`src/rtl/cmd_arbiter_fifo.sv`:
```
// Command front-end: per-channel hold registers, round-robin arbitration and an ordered command FIFO.
// Optional gravity timer compiled in with `define CMD_GRAVITY_EN.
module cmd_arbiter_fifo #(
  parameter int NCH       = 4,
  parameter int CMD_W     = 4,
  parameter int DEPTH     = 16,
  parameter int LVL_W     = 4,
  parameter int BASE_TICK = 50_000_000,
  parameter int STEP_TICK = 2_000_000,
  parameter int MIN_TICK  = 5_000_000,
  parameter int CMD_DOWN  = 2
) (
  input  logic                         clk,
  input  logic                         reset_n,
  input  logic                         enable,
  input  logic [NCH-1:0]               ch_valid,
  input  logic [NCH*CMD_W-1:0]         ch_cmd,
  input  logic [LVL_W-1:0]             level,
  input  logic                         deq,
  output logic [CMD_W-1:0]             cmd,
  output logic                         cmd_valid,
  output logic [$clog2(DEPTH+1)-1:0]   count,
  output logic                         overflow,
  output logic [7:0]                   drop_cnt
);

  localparam int AW = $clog2(DEPTH);
  localparam int CW = $clog2(DEPTH + 1);
  localparam int RW = (NCH > 1) ? $clog2(NCH) : 1;

  logic [CMD_W-1:0] mem [DEPTH];
  logic [AW-1:0]    wr_ptr, rd_ptr;

  logic [NCH-1:0]   hold_full;
  logic [CMD_W-1:0] hold_cmd [NCH];
  logic [RW-1:0]    rr_ptr;

  logic             hold_any;
  logic [RW-1:0]    hold_idx;
  logic [RW-1:0]    rr_next;
  logic [NCH-1:0]   load, drop;
  logic [3:0]       ndrop;
  logic [8:0]       drop_sum;
  logic             can_push, push, push_hold, push_grav, pop;
  logic [CMD_W-1:0] push_cmd;
  logic             g_pend;

  // Round-robin search over full holds, starting at rr_ptr.
  // NOTE: every always_comb output gets a default first so no latch is inferred.
  always_comb begin
    int j;
    hold_any = 1'b0;
    hold_idx = '0;
    j        = 0;
    for (int k = 0; k < NCH; k++) begin
      j = int'(rr_ptr) + k;
      if (j >= NCH) j = j - NCH;
      if (!hold_any && hold_full[j]) begin
        hold_any = 1'b1;
        hold_idx = RW'(j);
      end
    end
  end

  assign rr_next = (hold_idx == RW'(NCH - 1)) ? '0 : hold_idx + RW'(1);

  always_comb begin
    ndrop = '0;
    for (int i = 0; i < NCH; i++) begin
      load[i] = ch_valid[i] && (ch_cmd[i*CMD_W +: CMD_W] != '0) && !hold_full[i];
      drop[i] = ch_valid[i] && (ch_cmd[i*CMD_W +: CMD_W] != '0) && hold_full[i];
      ndrop   = ndrop + 4'(drop[i]);
    end
  end

  assign drop_sum  = {1'b0, drop_cnt} + 9'(ndrop);
  assign pop       = enable && deq && (count != '0);
  assign can_push  = (count < CW'(DEPTH)) || deq;
  assign push_hold = enable && hold_any && can_push;
  assign push_grav = enable && !hold_any && g_pend && can_push;
  assign push      = push_hold || push_grav;
  assign push_cmd  = push_hold ? hold_cmd[hold_idx] : CMD_W'(CMD_DOWN);

  assign cmd_valid = (count != '0);
  assign cmd       = cmd_valid ? mem[rd_ptr] : '0;

  always_ff @(posedge clk or negedge reset_n) begin
    if (!reset_n) begin
      hold_full <= '0;
      rr_ptr    <= '0;
      for (int i = 0; i < NCH; i++) hold_cmd[i] <= '0;
    end else if (!enable) begin
      hold_full <= '0;
      rr_ptr    <= '0;
    end else begin
      for (int i = 0; i < NCH; i++) begin
        if (load[i]) begin
          hold_full[i] <= 1'b1;
          hold_cmd[i]  <= ch_cmd[i*CMD_W +: CMD_W];
        end else if (push_hold && hold_idx == RW'(i)) begin
          hold_full[i] <= 1'b0;
        end
      end
      if (push_hold) rr_ptr <= rr_next;
    end
  end

  always_ff @(posedge clk or negedge reset_n) begin
    if (!reset_n) begin
      wr_ptr <= '0;
      rd_ptr <= '0;
      count  <= '0;
    end else if (!enable) begin
      wr_ptr <= '0;
      rd_ptr <= '0;
      count  <= '0;
    end else begin
      if (push) wr_ptr <= wr_ptr + AW'(1);
      if (pop)  rd_ptr <= rd_ptr + AW'(1);
      case ({push, pop})
        2'b10:   count <= count + CW'(1);
        2'b01:   count <= count - CW'(1);
        default: count <= count;
      endcase
    end
  end

  // NOTE: FIFO storage has no reset; cmd is gated by occupancy so stale words never show.
  always_ff @(posedge clk) begin
    if (push) mem[wr_ptr] <= push_cmd;
  end

  // Drop accounting survives disable; only reset clears it.
  always_ff @(posedge clk or negedge reset_n) begin
    if (!reset_n) begin
      overflow <= 1'b0;
      drop_cnt <= '0;
    end else if (enable && ndrop != '0) begin
      overflow <= 1'b1;
      drop_cnt <= drop_sum[8] ? 8'hFF : drop_sum[7:0];
    end
  end

`ifdef CMD_GRAVITY_EN
  logic [31:0] g_cnt;
  logic [63:0] prod, diff, period;
  logic        g_tick;

  // Period saturates at zero before the floor so large levels never wrap.
  always_comb begin
    prod   = 64'(level) * 64'(STEP_TICK);
    diff   = (prod >= 64'(BASE_TICK)) ? 64'd0 : 64'(BASE_TICK) - prod;
    period = (diff < 64'(MIN_TICK)) ? 64'(MIN_TICK) : diff;
    g_tick = {32'd0, g_cnt} >= (period - 64'd1);
  end

  always_ff @(posedge clk or negedge reset_n) begin
    if (!reset_n) begin
      g_cnt  <= '0;
      g_pend <= 1'b0;
    end else if (!enable) begin
      g_cnt  <= '0;
      g_pend <= 1'b0;
    end else begin
      if (g_tick || (pop && cmd == CMD_W'(CMD_DOWN))) g_cnt <= '0;
      else                                            g_cnt <= g_cnt + 32'd1;
      g_pend <= g_tick || (g_pend && !push_grav);
    end
  end
`else
  logic unused_level;
  assign g_pend       = 1'b0;
  assign unused_level = ^level;
`endif

endmodule

```
`config.mk`:
```
export PLATFORM = sky130hd
export DESIGN_NAME = cmd_arbiter_fifo
export DESIGN_NICKNAME = d
export VERILOG_FILES = /design/src/rtl/cmd_arbiter_fifo.sv
export SDC_FILE = /design/constraint.sdc
export NUM_CORES = 1
export LEC_CHECK = 0
export ABC_AREA = 1
export CAP_MARGIN = 20
export CELL_PAD_IN_SITES_DETAIL_PLACEMENT = 0
export CELL_PAD_IN_SITES_GLOBAL_PLACEMENT = 1
export CORE_MARGIN = 1
export CORE_UTILIZATION = 41
export DETAILED_ROUTE_END_ITERATION = 8
export PLACE_DENSITY = 0.85
export SYNTH_ARGS = -nofsm -noshare
export SYNTH_HDL_FRONTEND = slang
export SYNTH_SLANG_ARGS = --single-unit
```
`constraint.sdc`:
```
create_clock -name clk -period 2.89 [get_ports clk]
set_clock_uncertainty 0.05 [all_clocks]
set_input_delay 0.867 -clock clk [delete_from_list [all_inputs] [get_ports clk]]
set_output_delay 0.867 -clock clk [all_outputs]
set_load 0.1 [all_outputs]
```
Word-level counts from Yosys, hierarchy flattened
Memories as Yosys holds them, arrays and structs flattened. Index checks and enable logic that the tools add are counted.

RAM bits: 64. Logic and storage cells: 147. Memories: 1. Register bits after elaboration: 44. Bits of input ports: 28.

Eq/ne operators: 12. Order comparisons: 10. $add $sub $neg: 16. Bitwise gates (word level): 1. Reduce and logical (&&, ||, !) cells: 43. Muxes and demuxes: 50.

Memories: mem (words 16, bits a word 4, read ports 1, clocked after memory_dff 0, wr ports 1, line 31) `logic [CMD_W-1:0] mem [DEPTH];`.

Operators by type and width (count): less-than comparator 32 x 4 -> 1 bit (second input constant) (4); two-way mux 32 bit (4); two-way mux 4 bit (9); logical AND 1 bit (24); two-way mux 1 bit (22); nonzero test 4 bit (5); inequality test 3 x 1 -> 1 bit (second input constant) (5); two-way mux 2 bit (7); greater-or-equal comparator 3 bit (second input constant) (4); subtractor 3 x 3 -> 4 bit (second input constant) (3); one-hot mux 5 bit (2 select lines) (1); adder 8 x 4 -> 9 bit (1); adder 4 x 1 -> 4 bit (second input constant) (2); binary-select mux 1 bit (select 2 bit) (4); binary-select mux 4 bit (select 2 bit) (1); two-way mux 8 bit (1); AND reduction 2 bit (4); logical NOT 1 bit (7); adder 2 x 2 -> 3 bit (second input constant) (2); == test 2 bit (second input constant) (3); adder 5 x 1 -> 5 bit (second input constant) (1); less-than comparator 5 bit (second input constant) (1); two-way mux 5 bit (1); nonzero test 5 bit (1); 13 further kinds (15).

Depth between registers and ports, before layout
Word-level depth: 21. Mapped depth: 20. Mapped depth without buffers: 20.

Worst setup path before layout
Ideal clock, no wire load.

Path kind: register -> output. Start point: reg count[1]. End point: out cmd[0]. Data arrival time: 4393 ps. Required time: 1973 ps. Setup slack: -2420 ps. Buffers on the path: 0. Cell stages (with the launch flop): 5. Cell sequence: dfrtp_1 nor2_1 nand3_1 inv_1 a211oi_1.

Cells in the longest elaborated chain, start to end: 2.

Ends and longest elaborated chain: from (decl) (line 22) `output logic [$clog2(DEPTH+1)-1:0] count,`; from (signal assigned) (line 121) `2'b10: count <= count + CW'(1);`; from (signal assigned) (line 122) `2'b01: count <= count - CW'(1);`; from (signal assigned) (line 123) `default: count <= count;`; nonzero test 5 bit (line 84) `assign cmd_valid = (count != '0);`; named net cmd_valid (line 21) `output logic cmd_valid,`; two-way mux 4 bit (line 85) `assign cmd = cmd_valid ? mem[rd_ptr] : '0;`; to (decl) (line 20) `output logic [CMD_W-1:0] cmd,`.

The timed path passes the listed nets, and every way through them passes these cells.

Worst setup path after layout
Start point: in ch_cmd[6]. End point: reg drop_cnt[2].

Cells in the longest elaborated chain, start to end: 8. Elaborated cells on any way between the ends: 10. Those cells by class: add/sub (4); mux (1); reduce/logical (5).

Ends and longest elaborated chain: from (decl) (line 17) `input logic [NCH*CMD_W-1:0] ch_cmd,`; nonzero test 4 bit * (line 71) `drop[i] = ch_valid[i] && (ch_cmd[i*CMD_W +: CMD_W] != '0) && hold_full[i];`; logical AND 1 bit * (2 in series) (line 71); adder 1 x 1 -> 2 bit * (line 72) `ndrop = ndrop + 4'(drop[i]);`; adder 2 x 1 -> 3 bit * (line 72); adder 3 x 1 -> 4 bit * (line 72); adder 8 x 4 -> 9 bit / nonzero test 4 bit (equally long branches) (line 76, 138); two-way mux 8 bit / logical AND 1 bit (equally long branches) (line 140, 138); to (signal assigned) (line 140) `drop_cnt <= drop_sum[8] ? 8'hFF : drop_sum[7:0];`; to (decl) (line 24) `output logic [7:0] drop_cnt`.

Mark *: on every way between the ends. The rest lies on a longest branch, timed or not. A chain may end at the register's enable or synchronous reset.

==> flow_summary.json <==
{
  "endpoint_kind": "register",
  "wl_um": 12000,
  "finalSetupViolCount": 9,
  "start_util": 0.419,
  "slew_headroom": 0.689,
  "detail-route-antenna-nets": 0,
  "ys.flop_type": "edfxtp_1",
  "drv_cap": 0,
  "cts.htree.levels": 3,
  "min_path_type": "input pin to asynchronous set/reset pin",
  "gp_congestion": 0.831,
  "synthArstFlopShare": 0.407,
  "fp.dieH_um": 116,
  "hold_viol_final": 0,
  "clkSlewWorstSetupHoldPaths_ns": 0.07,
  "dp_hpwl_um": 8490,
  "synth_edf_count": 64,
  "ys_warn_count": 0,
  "via_per_inst": 5.04,
  "grt_pass1_vias": 3976,
  "setup_slack_ns": -0.509,
  "io_buffer_count": 42,
  "cts_root_buf": "clkbuf_16",
  "p_per_area_nw_per_um2": 1080,
  "cp.required_ns": 3.09,
  "rr_worst_depth": 12,
  "synth_top_area_cell": "edfxtp_1",
  "hold_buffers": 0,
  "drtIter0Drc": 239,
  "postSynthAreaPerCell_sq_um": 10.1,
  "grt_setup_unrepaired": "true",
  "ys_ff_latch": 108,
  "clock.fmax_ghz": 0.294,
  "postSynthCellCount": 525,
  "die_w_um": 116,
  "antennaDiodeCount": 0,
  "dr.pass1.iters": 5,
  "wl_per_cell_um": 15.1,
  "syn_nets": 571,
  "drcViolationCount": 0,
  "drv_slew": 0,
  "ys_top_cells_by_area": "edfxtp_1 36%, dfrtp_1 21%, nand2_1 8.2%, nor2_1 4.3%, ha_1 3.8%",
  "timing.final.crit_share": 1.18,
  "antenna_found_initial": 0,
  "synth_area_sq_um": 5290,
  "syn_to_final_growth_pct": 30.2,
  "p_leak_uw": 0.00288,
  "failed_checks": "setup timing",
  "cp-start-kind": "input pin",
  "worst_pin_slew_ns": 0.467,
  "clock_latency_ns": 0.35,
  "worstPathMaxFanout": 5,
  "yosys.cell_types.count": 44,
  "cts_tree": "yes",
  "gr-total-overflow": 0,
  "dieArea_sq_um": 13400,
  "drive_gt1_frac": 0.304,
  "grt_use_total": 0.190,
  "grt_pass1_wl_um": 19000,
  "yosysSeqAreaShare": 0.571,
  "ir_drop_mv": 0.549,
  "layout_min_cycle_time_ns": 3.40,
  "worstPathArrival_ns": 3.60,
  "stdcell_count": 798,
  "crit_type": "input pin to register",
  "synth_top_area_frac": 0.363,
  "vias": 4020,
  "cts_sinks": 108,
  "rows": 41,
  "num_io_pins": 47,
  "status": "complete, but fails checks",
  "core_sq_um": 12600,
  "hold_slack_ns": 0.327,
  "dp.cells": 766,
  "grt_max_degree": 36,
  "clockBufferDepth": 2,
  "fin_nets": 667,
  "cts-buffers-inserted": 9
}
## worst max-delay path, cell delays in order
cell	delay, ns
buf_8	0.10
o41ai_4	0.38
nor2_2	0.09
fa_1	0.53
ha_4	0.19
ha_4	0.27
inv_2	0.04
fa_2	0.36
nor2_4	0.10
o211ai_1	0.14
nor2_1	0.22
nand3_2	0.17
o311ai_2	0.13
## registers in the layout, summed over array words and instances (netlist names)
register	flops
rd_ptr	4
mem	64
rr_ptr	2
drop_cnt	8
hold_full	4
wr_ptr	4
hold_cmd	16
overflow	1
count	5
## logic make-up after synthesis
group           count (synthesis)  synth area share
flops                         108             0.571
compound gates                 96             0.113
buf+inv                        61            0.0506
xor+xnor                        4           0.00662
simple gates                  218             0.173
mux                            20            0.0407
fa+ha+maj                      18            0.0454
## layer usage
| layer | global-route usage | up-vias | routed length [um] |
|---|---|---|---|
| li1 | - | 1992 | - |
| met1 | 0.233 | 1932 | 5190 |
| met2 | 0.326 | 77 | 6110 |
| met3 | 0.0476 | 19 | 483 |
| met4 | 0.0684 | 0 | 246 |
| met5 | 0 | - | 0 |
## report_power, final
group	internal, uW	leakage, uW	switching (uW)	total [uW]
Clock	590	0.000131	548	1140
Sequential	2140	0.00112	188	2320
Combinational	1380	0.00163	2590	3960
## Yosys cell counts, drive strengths merged, types with 2 or more instances
master  count
fa          2
xor2        2
mux2       12
mux2i       8
nand3      18
clkinv      3
xnor2       2
nor3        6
nor2       61
nand4       2
o21ai      34
dfrtp      44
a211oi      4
or2         2
clkbuf      6
o41ai       4
inv        46
buf         6
o221ai      4
ha         16
o211ai      4
a211o       4
nand2     126
o22ai      13
edfxtp     64
nand3b      2
a21oi      23
## path summary, 6_finish.rpt
check                                         startpoint                 endpoint  slack (ns)
worst max-delay path                           ch_cmd[6]  drop_cnt[2]$_DFFE_PN0P_       -0.51
worst min-delay path                             reset_n     count[3]$_DFFE_PN0P_        0.33
worst max register to register  hold_full[1]$_DFFE_PN0P_  drop_cnt[2]$_DFFE_PN0P_        0.05
worst min register to register      overflow$_DFFE_PN0P_     overflow$_DFFE_PN0P_        0.43
max in group asynchronous                        reset_n    rr_ptr[0]$_DFFE_PN0P_        1.69
min in group clk                    overflow$_DFFE_PN0P_     overflow$_DFFE_PN0P_        0.43
## layout by cell type (no fill, tap or decap), types with 3 or more instances in the layout
cell	n
o41ai_4	3
buf_2	5
nand2_1	114
nand3_2	3
o21ai_1	12
dfrtp_4	5
buf_4	60
nand2_2	11
mux2_2	12
a211o_1	4
edfxtp_1	64
ha_4	3
a21oi_2	9
clkdlybuf4s50_1	7
buf_12	6
dfrtp_1	37
clkbuf_16	9
nand3_1	14
ha_1	13
a211oi_4	4
buf_6	11
mux2i_1	8
a21oi_1	14
o21ai_0	20
o22ai_1	10
o22ai_2	3
inv_2	9
nor2_4	4
nor3_1	4
dlygate4sd2_1	3
nor2_2	4
nor2_1	53
inv_1	35
clkinvlp_4	3
o211ai_1	4
inv_4	4
## per-stage QoR
step	setup WS, ns	util	total power [uW]	cell area (sq um)	TNS [ns]
final	-0.509	0.546	7430	6890	-3.74
after global routing	-0.609	0.546	7900	6890	-4.62
after CTS	-0.469	0.528	7260	6660	-3.52
after detailed placement	-1.29	0.503	6080	6340	-10.73
after global placement	-1.18	0.503	6030	6340	-10.01
after floorplan	-0.607	-	4920	5490	-5.38
## layout make-up
cell class              instances  area [sq um]
fillers                      1132          5730
flip-flops and latches        108          3040
multi-input cells             356          2290
repair buffers                 96           861
clock buffers                  11           233
well taps                     172           215
inverters                      49           195
clock inverters                 5          36.3
repair inverters                1          7.51
## what timing repair did
item | in CTS | in global routing
endpoints found under the setup margin | 13 | 77
cloned | 0 | 2
pin swaps | 15 | 29
gates resized for setup | 68 | 51
setup buffers | 3 | 11
Note: power is estimated with default switching activity, not from simulation.
